**src/rtl/fw_ctrl_pkg.sv**
```systemverilog
// Shared types, width defaults and sweep arithmetic for the fw control blocks.
package fw_ctrl_pkg;

   localparam int FW_W_DEF    = 7;
   localparam int DWELL_W_DEF = 24;

   // Widest fw any instantiating block may use; next_point works at this width.
   localparam int FW_MAX_W    = 16;

   typedef logic [FW_MAX_W-1:0] fw_word_t;

   typedef enum logic [0:0] {
      IDLE  = 1'b0,
      SWEEP = 1'b1
   } sweep_state_t;

   // Next sweep point: step toward fw_end and clamp on it.
   // Direction comes from where the current point sits relative to fw_end.
   // One extra bit of headroom keeps the add/subtract from wrapping.
   function automatic fw_word_t next_point(input fw_word_t cur,
                                           input fw_word_t fw_end,
                                           input fw_word_t step);
      logic [FW_MAX_W:0] sum;
      logic [FW_MAX_W:0] diff;
      sum  = {1'b0, cur} + {1'b0, step};
      diff = {1'b0, cur} - {1'b0, step};
      if (cur < fw_end) begin
         next_point = (sum > {1'b0, fw_end}) ? fw_end : sum[FW_MAX_W-1:0];
      end else begin
         // A set top bit is a borrow: the step went below zero.
         next_point = (diff[FW_MAX_W] || (diff[FW_MAX_W-1:0] < fw_end)) ?
                      fw_end : diff[FW_MAX_W-1:0];
      end
   endfunction

endpackage

```
**src/rtl/dwell_timer.sv**
```systemverilog
// Loadable down-counter that marks the end of a sweep point's dwell.
// Loaded with dwell_eff-1, it reads zero in the last cycle of the dwell.
module dwell_timer #(
   parameter int W = 24
) (
   input  logic         clk,
   input  logic         rst,
   input  logic         load,
   input  logic [W-1:0] load_val,
   output logic         expired
);

   logic [W-1:0] count;

   // Count down from the loaded value and stop at zero.
   always_ff @(posedge clk) begin
      // NOTE: non-blocking assignments in clocked blocks, so every register
      // samples pre-edge values regardless of statement order.
      if (rst) begin
         count <= '0;
      end else if (load) begin
         count <= load_val;
      end else if (count != '0) begin
         count <= count - W'(1);
      end
   end

   assign expired = (count == '0);

endmodule

```
**src/rtl/fw_sweep_ctrl.sv**
```systemverilog
// Frequency-word sequencer: passes the manual fw through in IDLE and runs an
// automatic start->end sweep with per-point dwell in SWEEP.
module fw_sweep_ctrl
   import fw_ctrl_pkg::*;
#(
   parameter int FW_W    = FW_W_DEF,   // at most FW_MAX_W
   parameter int DWELL_W = DWELL_W_DEF
) (
   input  logic               clk,
   input  logic               rst,
   input  logic [FW_W-1:0]    manual_fw,
   input  logic               sweep_start,
   input  logic               sweep_stop,
   input  logic [FW_W-1:0]    fw_start,
   input  logic [FW_W-1:0]    fw_end,
   input  logic [FW_W-1:0]    fw_step,
   input  logic [DWELL_W-1:0] dwell,
   input  logic               loop_en,
   output logic [FW_W-1:0]    fw_out,
   output logic               fw_load,
   output logic               sweep_busy,
   output logic               sweep_done
);

   sweep_state_t        state_q, state_d;
   logic [FW_W-1:0]     manual_q;
   logic                manual_chg;

   // Configuration captured at sweep start.
   logic [FW_W-1:0]     start_q, end_q, step_q;
   logic [DWELL_W-1:0]  dwell_q;
   logic                loop_q;
   logic                latch_cfg;

   logic [FW_W-1:0]     step_in_eff;
   logic [DWELL_W-1:0]  dwell_in_eff;

   logic [FW_W-1:0]     fw_d;
   logic                load_d, done_d;

   logic                tmr_load, tmr_expired;
   logic [DWELL_W-1:0]  tmr_val;

   fw_word_t            np_full;
   logic [FW_W-1:0]     np;
   logic                unused_np_hi;

   assign manual_chg   = (manual_fw != manual_q);
   assign step_in_eff  = (fw_step == '0) ? FW_W'(1)    : fw_step;
   assign dwell_in_eff = (dwell   == '0) ? DWELL_W'(1) : dwell;

   assign np_full      = next_point(fw_word_t'(fw_out), fw_word_t'(end_q),
                                    fw_word_t'(step_q));
   assign np           = np_full[FW_W-1:0];
   // Clamping on end_q keeps the upper bits zero; they are not needed.
   assign unused_np_hi = ^(np_full >> FW_W);

   dwell_timer #(.W(DWELL_W)) u_dwell_timer (
      .clk      (clk),
      .rst      (rst),
      .load     (tmr_load),
      .load_val (tmr_val),
      .expired  (tmr_expired)
   );

   // State register.
   always_ff @(posedge clk) begin
      if (rst) state_q <= IDLE;
      else     state_q <= state_d;
   end

   // Next state and next output values.
   always_comb begin
      // NOTE: every signal gets a default before the case so no path leaves
      // one unassigned, which would otherwise infer a latch.
      state_d   = state_q;
      fw_d      = fw_out;
      load_d    = 1'b0;
      done_d    = 1'b0;
      latch_cfg = 1'b0;
      tmr_load  = 1'b0;
      tmr_val   = dwell_q - DWELL_W'(1);

      unique case (state_q)
         IDLE: begin
            // Stop wins over a simultaneous start; start wins over a manual change.
            if (sweep_start && !sweep_stop) begin
               state_d   = SWEEP;
               fw_d      = fw_start;
               load_d    = 1'b1;
               latch_cfg = 1'b1;
               tmr_load  = 1'b1;
               tmr_val   = dwell_in_eff - DWELL_W'(1);
            end else if (manual_chg) begin
               fw_d   = manual_fw;
               load_d = 1'b1;
            end
         end

         SWEEP: begin
            if (sweep_stop || manual_chg) begin
               // Abort: hand the datapath straight back to the manual fw.
               state_d = IDLE;
               fw_d    = manual_fw;
               load_d  = 1'b1;
            end else if (tmr_expired) begin
               if (fw_out == end_q) begin
                  if (loop_q) begin
                     fw_d     = start_q;
                     load_d   = 1'b1;
                     tmr_load = 1'b1;
                  end else begin
                     state_d = IDLE;
                     fw_d    = manual_fw;
                     load_d  = 1'b1;
                     done_d  = 1'b1;
                  end
               end else begin
                  fw_d     = np;
                  load_d   = 1'b1;
                  tmr_load = 1'b1;
               end
            end
         end

         default: state_d = IDLE;
      endcase
   end

   // Output registers and the manual-fw change detector.
   always_ff @(posedge clk) begin
      if (rst) begin
         fw_out     <= '0;
         fw_load    <= 1'b0;
         sweep_done <= 1'b0;
         manual_q   <= '0;
      end else begin
         fw_out     <= fw_d;
         fw_load    <= load_d;
         sweep_done <= done_d;
         manual_q   <= manual_fw;
      end
   end

   // Sweep configuration shadow, written only on sweep entry.
   always_ff @(posedge clk) begin
      // NOTE: no reset here; these are only read in SWEEP, which cannot be
      // reached without first writing them.
      if (latch_cfg) begin
         start_q <= fw_start;
         end_q   <= fw_end;
         step_q  <= step_in_eff;
         dwell_q <= dwell_in_eff;
         loop_q  <= loop_en;
      end
   end

   assign sweep_busy = (state_q == SWEEP);

endmodule

```
**config.mk**
```make
export PLATFORM = sky130hd
export DESIGN_NAME = fw_sweep_ctrl
export DESIGN_NICKNAME = d
export VERILOG_FILES = /design/src/rtl/fw_ctrl_pkg.sv /design/src/rtl/dwell_timer.sv /design/src/rtl/fw_sweep_ctrl.sv
export SDC_FILE = /design/constraint.sdc
export NUM_CORES = 1
export LEC_CHECK = 0
export BUFFER_PORTS_ARGS = -buffer_cell sky130_fd_sc_hd__buf_4
export CAP_MARGIN = 20
export CORE_MARGIN = 2
export CORE_UTILIZATION = 26
export CTS_CLUSTER_DIAMETER = 200
export DETAILED_ROUTE_END_ITERATION = 16
export GPL_ROUTABILITY_DRIVEN = 0
export PLACE_DENSITY_LB_ADDON = 0.05
export SYNTH_ARGS = -nofsm -noshare
export SYNTH_HDL_FRONTEND = slang
export SYNTH_SLANG_ARGS = --single-unit
```
**constraint.sdc**
```tcl
create_clock -name clk -period 3.6 [get_ports clk]
set_input_delay 0.36 -clock clk [delete_from_list [all_inputs] [get_ports clk]]
set_output_delay 0.36 -clock clk [all_outputs]
set_load 0.005 [all_outputs]
```
== Word level (Yosys, flattened, before mapping) ==
Index checks and enable logic that the tools add are counted.
W data, S select, Z words.

* Reduce and logical (&&, ||, !) cells: 11
* Shifts and indexed selects: 0
* Muxes and demuxes: 31
* Equal/unequal tests: 4
* Div/mod/pow operators: 0
* $mul: 0
* Bitwise operators: 3
* $lt $le $gt $ge: 3
* $add $sub $neg: 5

{| class="wikitable"
|+ Operator list
! cell !! count
|-
| $mux W24 || 5
|-
| $sub A24 B1 Y24 const B || 3
|-
| $mux W7 || 9
|-
| $logic_not A24 Y1 || 2
|-
| $reduce_bool A24 Y1 || 1
|-
| $lt A16 B7 Y1 || 1
|-
| $pmux W7 S2 || 1
|-
| $mux W1 || 13
|-
| $add A7 B7 Y8 || 1
|-
| $gt A8 B7 Y1 || 1
|-
| $sub A7 B7 Y8 || 1
|-
| $eq A7 B7 Y1 || 1
|-
| $logic_not A7 Y1 || 1
|-
| $lt A7 B7 Y1 || 1
|-
| $ne A7 B7 Y1 || 1
|-
| $pmux W1 S2 || 3
|-
| $reduce_or A5 Y1 || 1
|-
| $ne A3 B1 Y1 const B || 1
|-
| $ne A3 B3 Y1 const B || 1
|-
| $not A1 Y1 || 3
|-
| $logic_or A1 B1 Y1 || 2
|-
| $reduce_and A2 Y1 || 1
|-
| $reduce_bool A2 Y1 || 1
|-
| $logic_and A1 B1 Y1 || 1
|-
| $logic_not A1 Y1 || 1
|}

* Bits in latches: 0
* Logic and storage cells: 68
* Bits in writable memories: 0
* Register bits after elaboration: 87
* Memories: 0
* Bits of input ports: 57
* Output and inout port bits: 10
* Memory bits (read-only): 0

== Logic depth before layout (Yosys ltp) ==
Gate-level depths: netlist (run 1).

* Depth after elaboration: 9
* Depth in mapped cells: 17
* Mapped depth without buffers: 17

== By module ==
Synthesis (run 1) repeated with hierarchy kept, for this count alone.

* Cells, all modules: 700
* Area, all modules: 6,119.6 um^2

{| class="wikitable"
|+ Modules (own cells, without submodules)
! module !! sequential area each (um^2) !! cells each !! area each (um^2) !! times used
|-
| fw_sweep_ctrl || 1,721.7 || 539 || 4,809.6 || 1
|-
| dwell_timer || 480.5 || 161 || 1,310.0 || 1
|}

== Least setup slack after synthesis (run 1) ==
No wires, ideal clock.

* Path type: reg2reg
* From: register step_q[2]
* To: register fw_out[5]
* Slack: 117 ps
* Library setup time: 117 ps
* Clock period less this slack: 3,483 ps
* Cell stages (with the launch flop): 17
* Buffers on the path: 1
* Data required time: 3,483 ps
* Arrival time: 3,366 ps
* Cell sequence: edfxtp_1 inv_1 ha_1 clkbuf_1 or2_2 o311a_1 o21a_1 o21ai_0 o31a_1 ha_1 a211o_1 a31oi_1 o21ai_0 and3_1 o311a_1 a2111o_1 a22o_1

* Longest elaborated chain between the ends: 9
* Elaborated cells between the ends (all ways): 12
* Classes of those cells: add/sub (2); order compare (2); mux (7); reduce/logical (1)

{| class="wikitable"
|+ RTL lines
! element !! RTL line !! RTL
|-
| from (decl) || fw_sweep_ctrl.sv:30 || <nowiki>logic [FW_W-1:0] start_q, end_q, step_q;</nowiki>
|-
| from (signal assigned) || fw_sweep_ctrl.sv:152 || <nowiki>step_q <= step_in_eff;</nowiki>
|-
| $sub A7 B7 Y8 || fw_ctrl_pkg.sv:26 || <nowiki>diff = {1'b0, cur} - {1'b0, step};</nowiki>
|-
| $lt A16 B7 Y1 || fw_ctrl_pkg.sv:31 || <nowiki>next_point = (diff[FW_MAX_W] || (diff[FW_MAX_W-1:0] < fw_end)) ?</nowiki>
|-
| $logic_or A1 B1 Y1 || fw_ctrl_pkg.sv:31 ||
|-
| $mux W7 || fw_ctrl_pkg.sv:31 ||
|-
| $mux W7 (*) || fw_ctrl_pkg.sv:27 || <nowiki>if (cur < fw_end) begin</nowiki>
|-
| $mux W7 (*) || fw_sweep_ctrl.sv:107 || <nowiki>if (fw_out == end_q) begin</nowiki>
|-
| $mux W7 (*) || fw_sweep_ctrl.sv:106 || <nowiki>end else if (tmr_expired) begin</nowiki>
|-
| $mux W7 (*) || fw_sweep_ctrl.sv:101 || <nowiki>if (sweep_stop || manual_chg) begin</nowiki>
|-
| $pmux W7 S2 (*) || fw_sweep_ctrl.sv:84 || <nowiki>unique case (state_q)</nowiki>
|-
| to (signal assigned) || fw_sweep_ctrl.sv:138 || <nowiki>fw_out <= fw_d;</nowiki>
|-
| to (decl) || fw_sweep_ctrl.sv:19 || <nowiki>output logic [FW_W-1:0] fw_out,</nowiki>
|}

Every way passes the cells marked *; elsewhere a longest branch is shown, timed or not. The select of a mux whose other input is x is not followed.
A chain may end at the register's enable or synchronous reset.

== Final worst setup path (run 1) ==
* From: register step_q[1]
* To: register fw_out[5]

The elaborated chain is that of the path after synthesis.

==> results.md, run 1 <==
- The worst setup path is launched from a flip-flop.
- For this block, the via count after detailed routing is 5224.
- Along the worst path, the maximum fanout reaches 3.
- The H-tree was split into 3 levels.
- The net switching power of the design is 1.03 mW.
- At the later pin of the worst-skew pair, clock insertion delay measures 360 ps.
- For this run, asynchronously set or reset flops after synthesis account for 0%.
- The number of detailed-routing iterations run before antenna repair is 5.
- The smallest clock period supported by the final layout is computed as 3450 ps.
- 0 antenna diodes ended up in the layout.
- The number of nets in the synthesized netlist is 774.
- The ratio of final minimum period to clock period is 95.8%.
- The aggregate global routing overflow is 0.
- Of the total power, the share spent switching nets is 31.8%.
- The combined area of all synthesized cells is 6070 um2.
- In this run, CTS created clock tree buffers numbering 9.
- The number of buffers inserted by hold repair at cts is 0.
- The count of maximum capacitance violations is 0.
- In the post-synthesis netlist, the biggest area contributors are edfxtp_1, dfxtp_1, ha_1.
- The critical path is of the flip-flop to flip-flop type.
- The number of max-slew violations in the final report is 0.
- After floorplanning, the core was sized to cover 22800 um2.
- TritonCTS built the clock tree.
- The leakage power is 2.87 nW.
- The share of total power in sequential cells is 37.0%.
- After detailed routing, the number of vias per cell comes to 4.98.
- The share of synthesized area occupied by flip-flops and latches is 36.3%.
- The number of warnings printed during yosys synthesis is 0.
- The number of nets with antenna violations after routing is 0.
- The first global-routing pass estimated 29.4 mm of wire.
- The area share of the largest cell type after synthesis is 22.7%.
- A synthesized cell averages 8.97 um2.
- The post-DP HPWL is 14.7 mm.
- The worst hold path stage count is 1.
- For this run, the top clock speed supported by timing is 290 MHz.
- The worst hold-check path type is input pin to flip-flop.
- Registers take 2200 um2.
- For the final database, setup skew stands at 11.3 ps.
- Counting every sink on the clock net gives 87.
- Of all cell types, the one taking the most synthesized area is edfxtp_1.
- Across the VDD grid, the largest voltage drop is 0.000192 V.
- After detailed routing, the number of remaining DRC violations is 0.
- Counting instances in the post-synthesis netlist gives the leading cell types as nor2_1, edfxtp_1, nand2_1, clkbuf_1, xor2_1.
- Data on the critical path is required at its endpoint by 3850 ps.
- The slew at the pin closest to its max-slew limit is 764 ps.
- Pin placement for this block handled 67 I/O pins.
- The total die area is 24600 um2.
- The combinational power share is 29.9%.
- The layout cell share with drive strength beyond 1 is 20.2%.
- Setup violations remaining at the end of the flow were counted as 0.
- The wire length after detailed routing is 19.2 mm.
- The horizontal die dimension is 157 um.
- Clock-pin slew was measured on the worst setup and hold paths at 70 ps.
- The number of global-route vias before repair is 5182.
- The total internal power is 2.22 mW.
- The die is 157 um tall.
- The effective utilization at floorplan is 26.7%.
- The path depth of the worst reg2reg path is 15.
- In the global route stage, overall resource usage came out at 15.8%.
- The initial antenna violation count came to 0.
- The flow ran to the end, and the final reports show no timing, DRC or antenna violations.
- The number of rows created at floorplan is 55.
- The total count of hold-check failures in the final report came to 0.
- The area growth from synthesis to layout is 22.1%.
- Buffers placed on the I/O ports in this run total 66.
- The multi-input gate area in the final layout is 3660 um2.
- The routed length per placed instance is 18.3 um.
- Overall power consumption after layout is estimated at 3.25 mW.
- The most used standard cell by instance count after synthesis is nor2_1.
- At the end of the flow, the number of nets in the layout was 830.
- The maximum clock insertion buffer count is 2.
- STA classifies the critical path endpoint as a flip-flop.
- The post-synthesis sequential element count is 87.
- For the worst setup path, the data arrival time is 3700 ps.
- After filler insertion, the fill cell instance count of the layout stands at 2398.
- In the synthesized netlist the dominant register cell turns out to be edfxtp_1.
- Once layout is complete, the utilization of the core stands at 32.5%.
- In this run the power density over the cells is 438 nW/um2.
- Entering global routing, the biggest net connects 39 pins.
- The clock network accounts for 33.1% of the total power.
- Synthesis instantiated 74 different standard cells from the library.
- The number of synthesized flops with an enable pin is 46.
- Synthesis produced 677 cells.
- Measured against its own limit, the worst slew margin works out to 48.4%.
- The root buffer cell is clkbuf_16.
- The DRC marker count from the first detailed-route iteration is 268.
-- registers in the layout, summed over array words and instances (netlist names) --
signal               count
dwell_q                 24
u_dwell_timer.count     24
end_q                    7
fw_out                   7
manual_q                 7
start_q                  7
step_q                   7
fw_load                  1
loop_q                   1
sweep_busy               1
sweep_done               1
-- final cells by class --
cell class              instances  share of cell area, %
clock buffers                  12                   3.59
clock inverters                 3                  0.878
inverters                      34                   1.72
multi-input cells             508                   49.4
flip-flops and latches         87                   29.7
well taps                     313                   5.28
repair buffers                 93                   9.47
-- metrics by stage --
stage	setup TNS (ps)	hold WS, ps	setup WS (ps)	instance area (um2)	instances
after floorplan	0	459	117	6070	677
after global placement	0	540	47.8	6940	1031
after detailed placement	-0.191	540	-0.191	6940	1031
after CTS	0	165	3.26	7270	1046
after global routing	-2.84	166	-2.84	7410	1050
final	0	177	152	7410	1050
-- what timing repair did --
item                       in CTS  in global routing
setup endpoints to repair       1                  6
buffers inserted                0                  4
gates resized for setup         1                 24
pin swaps                       0                 14
hold endpoints to repair        0                  0
-- cell usage in the layout (no fill, tap or decap), types with 6 or more instances in the layout --
cell        n
o21ai_0    20
nor3_1     34
xnor2_1    31
or4_1      10
nor2b_1     9
xor2_1     42
buf_4      92
mux2i_1     8
ha_1       35
o22ai_1     7
edfxtp_1   46
dfxtp_1    41
or3_1      12
a211oi_1    8
nand2_1    43
a21oi_1    34
nand4_1     6
clkbuf_16   9
inv_1      31
nand3_1    12
nor2_1     56
nor4_1     22
-- cell families (layout without fill, tap and decap cells) --
| group | count (synthesis) | after routing | synth area share, % |
|---|---|---|---|
| xor gates and xnor gates | 73 | 73 | 10.5 |
| DFF | 87 | 87 | 36.3 |
| AOI/OAI and AO/OA | 151 | 151 | 17.8 |
| buffers and inverters | 82 | 142 | 5.25 |
| and+or+nand+nor | 235 | 235 | 20.1 |
| adders and majority gates | 40 | 40 | 8.49 |
| muxes | 9 | 9 | 1.50 |
-- path summary, 6_finish.rpt --
path,startpoint,end,slack (ps)
worst min register to register,end_q[1],fw_out[1],570
worst min-delay path,fw_end[4],end_q[4],180
worst max register to register,step_q[1],fw_out[5],150
worst max-delay path,step_q[1],fw_out[5],150
-- critical path, stage by stage, from the launching register on --
cell      delay [ps]
edfxtp_1         380
inv_1             80
ha_1             230
nor2b_1          160
o311a_1          370
o21a_1           220
o21ai_2          140
o31a_1           200
ha_4             220
a211o_1          260
a31oi_2          190
o21ai_2          110
and3_4           200
o311a_1          110
a2111o_1         290
a22o_1           190
-- layer usage --
metal  track usage, %  wire [um]
met2             28.6       9780
met4             5.46        366
met3             2.24        508
met1             19.2       8590
met5                0          0
-- power by group through the flow --
stage	clock network, mW	registers (mW)	logic, mW
after floorplan	0	1.21	0.625
final	1.08	1.20	0.971
after global placement	0	1.22	0.914
after detailed placement	0	1.22	0.916
after CTS	1.10	1.20	0.924
after global routing	1.14	1.21	1.08
(Power assumes the default switching activity.)
==> run 2: changes to the inputs <==
--- a/config.mk
+++ b/config.mk
@@ -13,6 +13,7 @@
 export DETAILED_ROUTE_END_ITERATION = 16
 export GPL_ROUTABILITY_DRIVEN = 0
 export PLACE_DENSITY_LB_ADDON = 0.05
+export SLEW_MARGIN = 20
 export SYNTH_ARGS = -nofsm -noshare
 export SYNTH_HDL_FRONTEND = slang
 export SYNTH_SLANG_ARGS = --single-unit
==> constraint.sdc (replaced) <==
create_clock -name clk -period 4 [get_ports clk]
set_input_delay 0.4 -clock clk [delete_from_list [all_inputs] [get_ports clk]]
set_output_delay 0.4 -clock clk [all_outputs]
set_load 0.005 [all_outputs]
==> run 2 against run 1 <==
  * Register-to-register slack improved by 40 ps
  * Cell count fell by 1.5%
  * Total power fell by 16%
  * Sequential cell count did not move
  * Non-clock buffer count fell by 16
  * Clock skew fell by 1.2 ps
  * Critical endpoint unchanged
  * Largest power group unchanged
==> results.md, run 2 (same netlist as run 1, synthesis figures left out) <==
- The run finished with clean final reports.
- The total count of hold-check failures in the final report was 0 (unchanged).
- The launching element type of the critical path is a flip-flop.
- The path depth of the worst reg2reg path is 14 (-1).
- The top achievable clock speed is 262 MHz (-9.6%).
- The area growth from synthesis to layout is 17.6%.
- The number of setup violations in the final report is 0 (unchanged).
- The signal arrival time at the worst endpoint was 4050 ps (+350 ps).
- The required time of the worst setup path came to 4240 ps (+390 ps).
- In this run the critical register-to-register path is captured at fw_out[5].
- The H-tree depth is 3 (unchanged).
- The worst clock skew on the final layout came to 10.0 ps (-1.25 ps).
- The total power divided by cell area is 381 nW/um2 (-13%).
- The most common library cell in the layout ignoring fill and taps is buf_4.
- The delay of the slowest cell on the worst path is 450 ps (+70 ps).
- The number of detailed-routing iterations run before antenna repair was 5 (unchanged).
- The effective utilization at floorplan is 26.7% (unchanged).
- The area of the core region was 22800 um2 (unchanged).
- The TritonCTS clock tree is built.
- The final design area excluding fillers was 7140 um2 (-3.7%).
- The aggregate negative setup slack is 0 ps (unchanged).
- The kind of cell adding the most delay to the critical path is compound AO/OA/AOI/OAI gates.
- The slew at the pin closest to its max-slew limit came to 925 ps (+161 ps).
- The critical path ends at fw_out[5].
- The DRC marker count from the first detailed-route iteration was 254 (-5.2%).
- The worst-case register-to-register setup slack is 190 ps (+40 ps).
- The number of inserted diodes was 0 (unchanged).
- The total I/O pin count is 67 (unchanged).
- The worst hold slack after final layout came to 221 ps (+43.4 ps).
- The root buffer cell is clkbuf_16.
- The DRC violations left came to 0 (unchanged).
- The signal on the critical path passes through ha_1, or2_2, o311a_1, o21a_1, o21ai_0, o31a_1, ha_1, a211o_1, a31oi_1, o21ai_0, and3_1, o311a_1, a2111o_1, a22o_1.
- The aggregate global routing overflow is 0 (unchanged).
- The post-DP HPWL is 14.6 mm (-0.80%).
- The average vias per placed instance is 5.00 (+0.50%).
- The number of rows created at floorplan came to 55 (unchanged).
- The number of max-slew violations in the final report is 0 (unchanged).
- The TritonCTS sink count came to 87 (unchanged).
- The count of maximum capacitance violations came to 0 (unchanged).
- The startpoint identified for the worst register-to-register timing path is fw_out[2].
- The worst setup path is of the flip-flop to flip-flop kind.
- The worst slew slack as a fraction of its limit is 37.8% (-11 points).
- The worst hold-check path type is input pin to flip-flop.
- The maximum VDD drop is 0.000169 V (-12%).
- The leakage power is 2.75 nW (-4.2%).
- The number of global-route vias before repair is 5080 (-2.0%).
- The layout cell share with drive strength beyond 1 was 16.2% (-4.0 points).
- The maximum number of pins on one net before global-route repair is 43 (+10%).
- The cell area after placement is 6850 um2 (-1.3%).
- The count of buffer and inverter cells on the critical path is 0 (-1).
- The global-route wire length before repair is 28.9 mm (-1.7%).
- The startpoint identified for the worst hold timing path is fw_end[2].
- On the critical path, the stage with the largest delay is an instance of dfxtp_1.
- The source-to-sink clock delay at the later pin of the worst-skew pair is 350 ps (about the same).
- The maximum net fanout on the critical path is 7 (+4).
- The clock period minus final worst setup slack is 3810 ps (+364 ps).
- The wire length after detailed routing is 19.0 mm (-1.2%).
- The post-layout net count was 814 (-1.9%).
- In the layout the commonest cells are buf_4, nor2_1, edfxtp_1, nand2_1, xor2_1.
- The ratio of final minimum period to clock period was 95.3% (-0.47 points).
- The total track usage is 15.6% (-0.25 points).
- The smallest setup slack after layout came to 188 ps (+35.6 ps).
- The launch point of the worst path is fw_out[2].
- The number of buffers inserted by post-CTS setup repair is 0 (unchanged).
- The port buffer count is 66 (unchanged).
- The number of nets with antenna violations after routing is 0 (unchanged).
- The number of inserted filler cells in the final layout is 2384 (-0.58%).
- The logic depth of the worst setup path including buffers came to 14 (-1).
- The clock transition at the registers of the reported paths was 60 ps (about the same).
- The total die area is 24600 um2 (unchanged).
- The height of the chip came to 157 um (unchanged).
- The routed length per placed instance is 18.4 um (+0.30%).
- The horizontal die dimension is 157 um (unchanged).
- The setup slack at placement is 266 ps (+266 ps).
- The number of CTS-inserted buffers is 9 (unchanged).
- The total via count after detailed routing is 5170 (-1.0%).
- The maximum clock insertion buffer count came to 2 (unchanged).
- The worst setup path is captured at a flip-flop.
- The largest registers in the layout are dwell_q: 24 flops, u_dwell_timer.count: 24 flops.
- The initial antenna violation count was 0 (unchanged).
[run 2: cell types whose count changed in the layout (fill, tap and decap cells not counted), sizes merged]
cell / change
clkbuf: +1
bufinv: -2
inv: +1
buf: -16
[run 2: per-layer routing]
| metal | track usage [%] | vias to the layer above | share of wire [%] |
|---|---|---|---|
| met5 | 0 | - | 0 |
| met4 | 4.37 | 0 | 1.8 |
| met3 | 3.57 | 20 | 3.5 |
| met2 | 28.0 | 103 | 50 |
| met1 | 18.5 | 2503 | 45 |
| li1 | - | 2544 | - |
[run 2: worst register-to-register path, delay by kind of cell (launching register included)]
| kind | cells | cell delay [ps] |
|---|---|---|
| compound gates | 10 | 2050 |
| fa+ha+maj | 2 | 620 |
| flops | 1 | 450 |
| simple gates | 2 | 600 |
[run 2: what timing repair did]
item,in CTS,in global routing
setup endpoints to repair,0,2
hold buffers,0,0
gates resized for setup,0,3
[run 2: worst min-delay path by stage]
stage,endpoint,cells after the start
after floorplan,end_q[0],0
after global placement,end_q[2],1
after detailed placement,end_q[1],1
after CTS,end_q[1],1
after global routing,end_q[2],1
final,end_q[2],1
[run 2: power by group]
group          switching [mW]  internal, mW  leakage [nW]
combinational           0.465         0.340          1.84
clock                   0.365         0.471         0.142
sequential             0.0667          1.02         0.770
[run 2: final cells by class]
cell class                      count  area [um2]  share of cell area, %
Clock buffer                       13         270                   3.78
Clock inverter                      2        13.8                  0.193
Inverter                           34         128                   1.79
Multi-Input combinational cell    508        3560                   49.8
Sequential cell                    87        2200                   30.9
Tap cell                          313         392                   5.48
Timing Repair Buffer               77         578                   8.09
[run 2: metrics by stage]
step | total power [mW] | utilization, % | instances
2_1_floorplan | 1.65 | - | 677
3_3_place_gp | 1.90 | 30.1 | 1019
3_5_place_dp | 1.90 | 30.1 | 1019
4_1_cts | 2.76 | 31.3 | 1034
5_1_grt | 2.88 | 31.4 | 1034
6_report | 2.72 | 31.4 | 1034
==> run 3: changes to the inputs <==
--- a/config.mk
+++ b/config.mk
@@ -8,7 +8,7 @@
 export BUFFER_PORTS_ARGS = -buffer_cell sky130_fd_sc_hd__buf_4
 export CAP_MARGIN = 20
 export CORE_MARGIN = 2
-export CORE_UTILIZATION = 26
+export CORE_UTILIZATION = 50
 export CTS_CLUSTER_DIAMETER = 200
 export DETAILED_ROUTE_END_ITERATION = 16
 export GPL_ROUTABILITY_DRIVEN = 0
==> run 3 against run 2 <==
  * Setup slack improved by 22 ps
  * Design area fell by 2.7%
  * Utilization rose by 27 points
  * Clock skew fell by 2.6 ps
  * Critical endpoint unchanged
  * Cell count fell by 16%
  * Via count rose by 0.83%
==> results.md, run 3 (same netlist as run 1, synthesis figures left out) <==
- The flow ran to the end, and the final reports show no timing, DRC or antenna violations.
- The horizontal die dimension is 114 um (-27%).
- The total of cells resized after clock tree synthesis came to 0 (unchanged).
- The aggregate negative setup slack came to 0 ps (unchanged).
- The top achievable clock speed came to 264 MHz (+0.58%).
- The signal on the critical path passes through inv_1, ha_1, nor2b_1, o311a_1, o21a_1, o21ai_1, o31a_1, ha_1, a211o_1, a31oi_1, o21ai_1, and3_1, o311a_1, a2111o_1, a22o_1.
- The average vias per placed instance is 6.01 (+20%).
- The total die area is 13000 um2 (-47%).
- The smallest setup slack after layout was 210 ps (+22.1 ps).
- The largest individual stage delay along the critical path comes from the cell edfxtp_1.
- The ratio of final minimum period to clock period is 94.8% (-0.55 points).
- The wire length after detailed routing is 15.8 mm (-17%).
- The total I/O pin count came to 67 (unchanged).
- The post-layout net count is 813 (-0.12%).
- The required time of the worst setup path was 4230 ps (about the same).
- The number of nets with antenna violations after routing is 0 (unchanged).
- The combinational power share came to 28.9% (-0.6 points).
- The critical path is of the flip-flop to flip-flop type.
- The worst hold-check path type is input pin to flip-flop.
- The area of the core region is 11900 um2 (-48%).
- The number of inserted diodes is 0 (unchanged).
- The DRC marker count from the first detailed-route iteration is 351 (+38%).
- The maximum net fanout on the critical path is 4 (-3).
- The maximum VDD drop is 0.000292 V (+73%).
- The clock transition at the registers of the reported paths came to 60 ps (about the same).
- The cell sitting at the root of the clock tree is a clkbuf_16.
- The maximum number of pins on one net before global-route repair is 41 (-4.7%).
- The count of maximum capacitance violations is 0 (unchanged).
- The effective utilization at floorplan came to 51.0% (+24 points).
- The leakage power came to 2.75 nW (+0.16%).
- The maximum clock insertion buffer count is 2 (unchanged).
- The delay of the slowest cell on the worst path is 440 ps (about the same).
- The number of rows created at floorplan was 40 (-27%).
- The number of buffers inserted by post-CTS setup repair is 0 (unchanged).
- In the layout the commonest cells are buf_4, nor2_1, edfxtp_1, nand2_1, xor2_1.
- The signal arrival time at the worst endpoint was 4020 ps (-30 ps).
- The largest registers in the layout are dwell_q: 24 flops, u_dwell_timer.count: 24 flops.
- The number of buffers inserted by hold repair at cts came to 0 (unchanged).
- The worst clock skew on the final layout was 7.42 ps (-2.58 ps).
- The number of CTS-inserted buffers is 9 (unchanged).
- The share of total power in sequential cells is 39.7% (about the same).
- The number of max-slew violations in the final report is 0 (unchanged).
- The number of setup violations in the final report is 0 (unchanged).
- The global-route wire length before repair is 25.9 mm (-10%).
- The number of global-route vias before repair is 5084 (+0.079%).
- The clock period minus final worst setup slack is 3790 ps (-22.1 ps).
- The clock network fraction of total power is 31.4% (+0.7 points).
- The total via count after detailed routing is 5213 (+0.83%).
- The routed length per placed instance is 18.2 um (-1.1%).
- The setup slack at placement is 182 ps (-84.4 ps).
- Setup repair after global routing left no endpoint under its margin.
- The layout cell share with drive strength beyond 1 is 16.2% (unchanged).
- Compared with the post-synthesis result, the final layout area differs by 14.5%.
- STA classifies the critical path startpoint as a flip-flop.
- The initial antenna violation count came to 0 (unchanged).
- The number of detailed-routing iterations run before antenna repair is 5 (unchanged).
- The post-DP HPWL came to 11.9 mm (-18%).
- The TritonCTS sink count came to 87 (unchanged).
- The H-tree depth came to 3 (unchanged).
- The source-to-sink clock delay at the later pin of the worst-skew pair was 340 ps (about the same).
- The aggregate global routing overflow is 0 (unchanged).
- The TritonCTS clock tree is built.
- The net switching power of the design is 0.877 mW (-2.2%).
- The total count of hold-check failures in the final report is 0 (unchanged).
- The most common library cell in the layout ignoring fill and taps is buf_4.
- The height of the chip is 114 um (-27%).
- The switching part of the total is 32.1% (-0.82 points).
- The DRC violations left is 0 (unchanged).
- The total internal power is 1.85 mW (+1.5%).
- STA classifies the critical path endpoint as a flip-flop.
- The worst slew slack as a fraction of its limit is 43.4% (+5.7 points).
- The slew at the pin closest to its max-slew limit is 838 ps (-87.2 ps).
- The total track usage is 25.3% (+9.7 points).
- The total power divided by cell area was 393 nW/um2 (+3.0%).
- The port buffer count is 66 (unchanged).
==> run 3: changes by cell type in the layout (fill, tap and decap cells not counted), moves of 2 or more <==
cell	previous run	this run
clkbuf_8	3	0
clkbuf_16	9	11
o21ai_0	23	21
o21ai_1	3	5
==> run 3: worst paths after layout <==
path	startpoint	end	slack, ps	cells after the start
worst max register to register	step_q[1]	fw_out[5]	210	15
worst min register to register	fw_out[1]	fw_out[1]	550	2
worst min-delay path	loop_en	loop_q	230	1
worst max-delay path	step_q[1]	fw_out[5]	210	15
==> run 3: area by class of cell <==
class                   count  area (um2)
clock buffers              13         283
clock inverters             3        20.0
fillers                  1076        4960
inverters                  34         128
multi-input cells         508        3560
flip-flops and latches     87        2200
well taps                 147         184
repair buffers             76         571
==> run 3: worst max-delay path: cells and delay by family (launching register included) <==
kind | cells | cell delay [ps]
simple gates | 2 | 390
buf+inv | 1 | 140
compound gates | 10 | 2210
flops | 1 | 440
fa+ha+maj | 2 | 500
==> run 3: power groups by stage <==
stage | clock [mW] | sequential (mW) | combinational [mW]
3_5_place_dp | 0 | 1.10 | 0.769
6_report | 0.859 | 1.08 | 0.789
4_1_cts | 0.876 | 1.08 | 0.777
5_1_grt | 0.911 | 1.09 | 0.872
2_1_floorplan | 0 | 1.09 | 0.563
3_3_place_gp | 0 | 1.10 | 0.753
==> run 3: through the flow <==
step | hold WS [ps] | cell area [um2] | util [%] | std cells | total power [mW]
floorplan | 499 | 6070 | - | 677 | 1.65
global placement | 550 | 6640 | 55.7 | 852 | 1.85
detailed placement | 565 | 6640 | 55.7 | 852 | 1.87
CTS | 220 | 6940 | 58.2 | 868 | 2.74
global route | 219 | 6950 | 58.4 | 868 | 2.88
finish | 235 | 6950 | 58.4 | 868 | 2.73
==> run 3: layer usage <==
layer | GRT usage, % | part of all wire (%)
met1 | 30.2 | 43
met2 | 45.0 | 50
met3 | 5.61 | 4.5
met4 | 8.78 | 2.4
met5 | 0 | 0
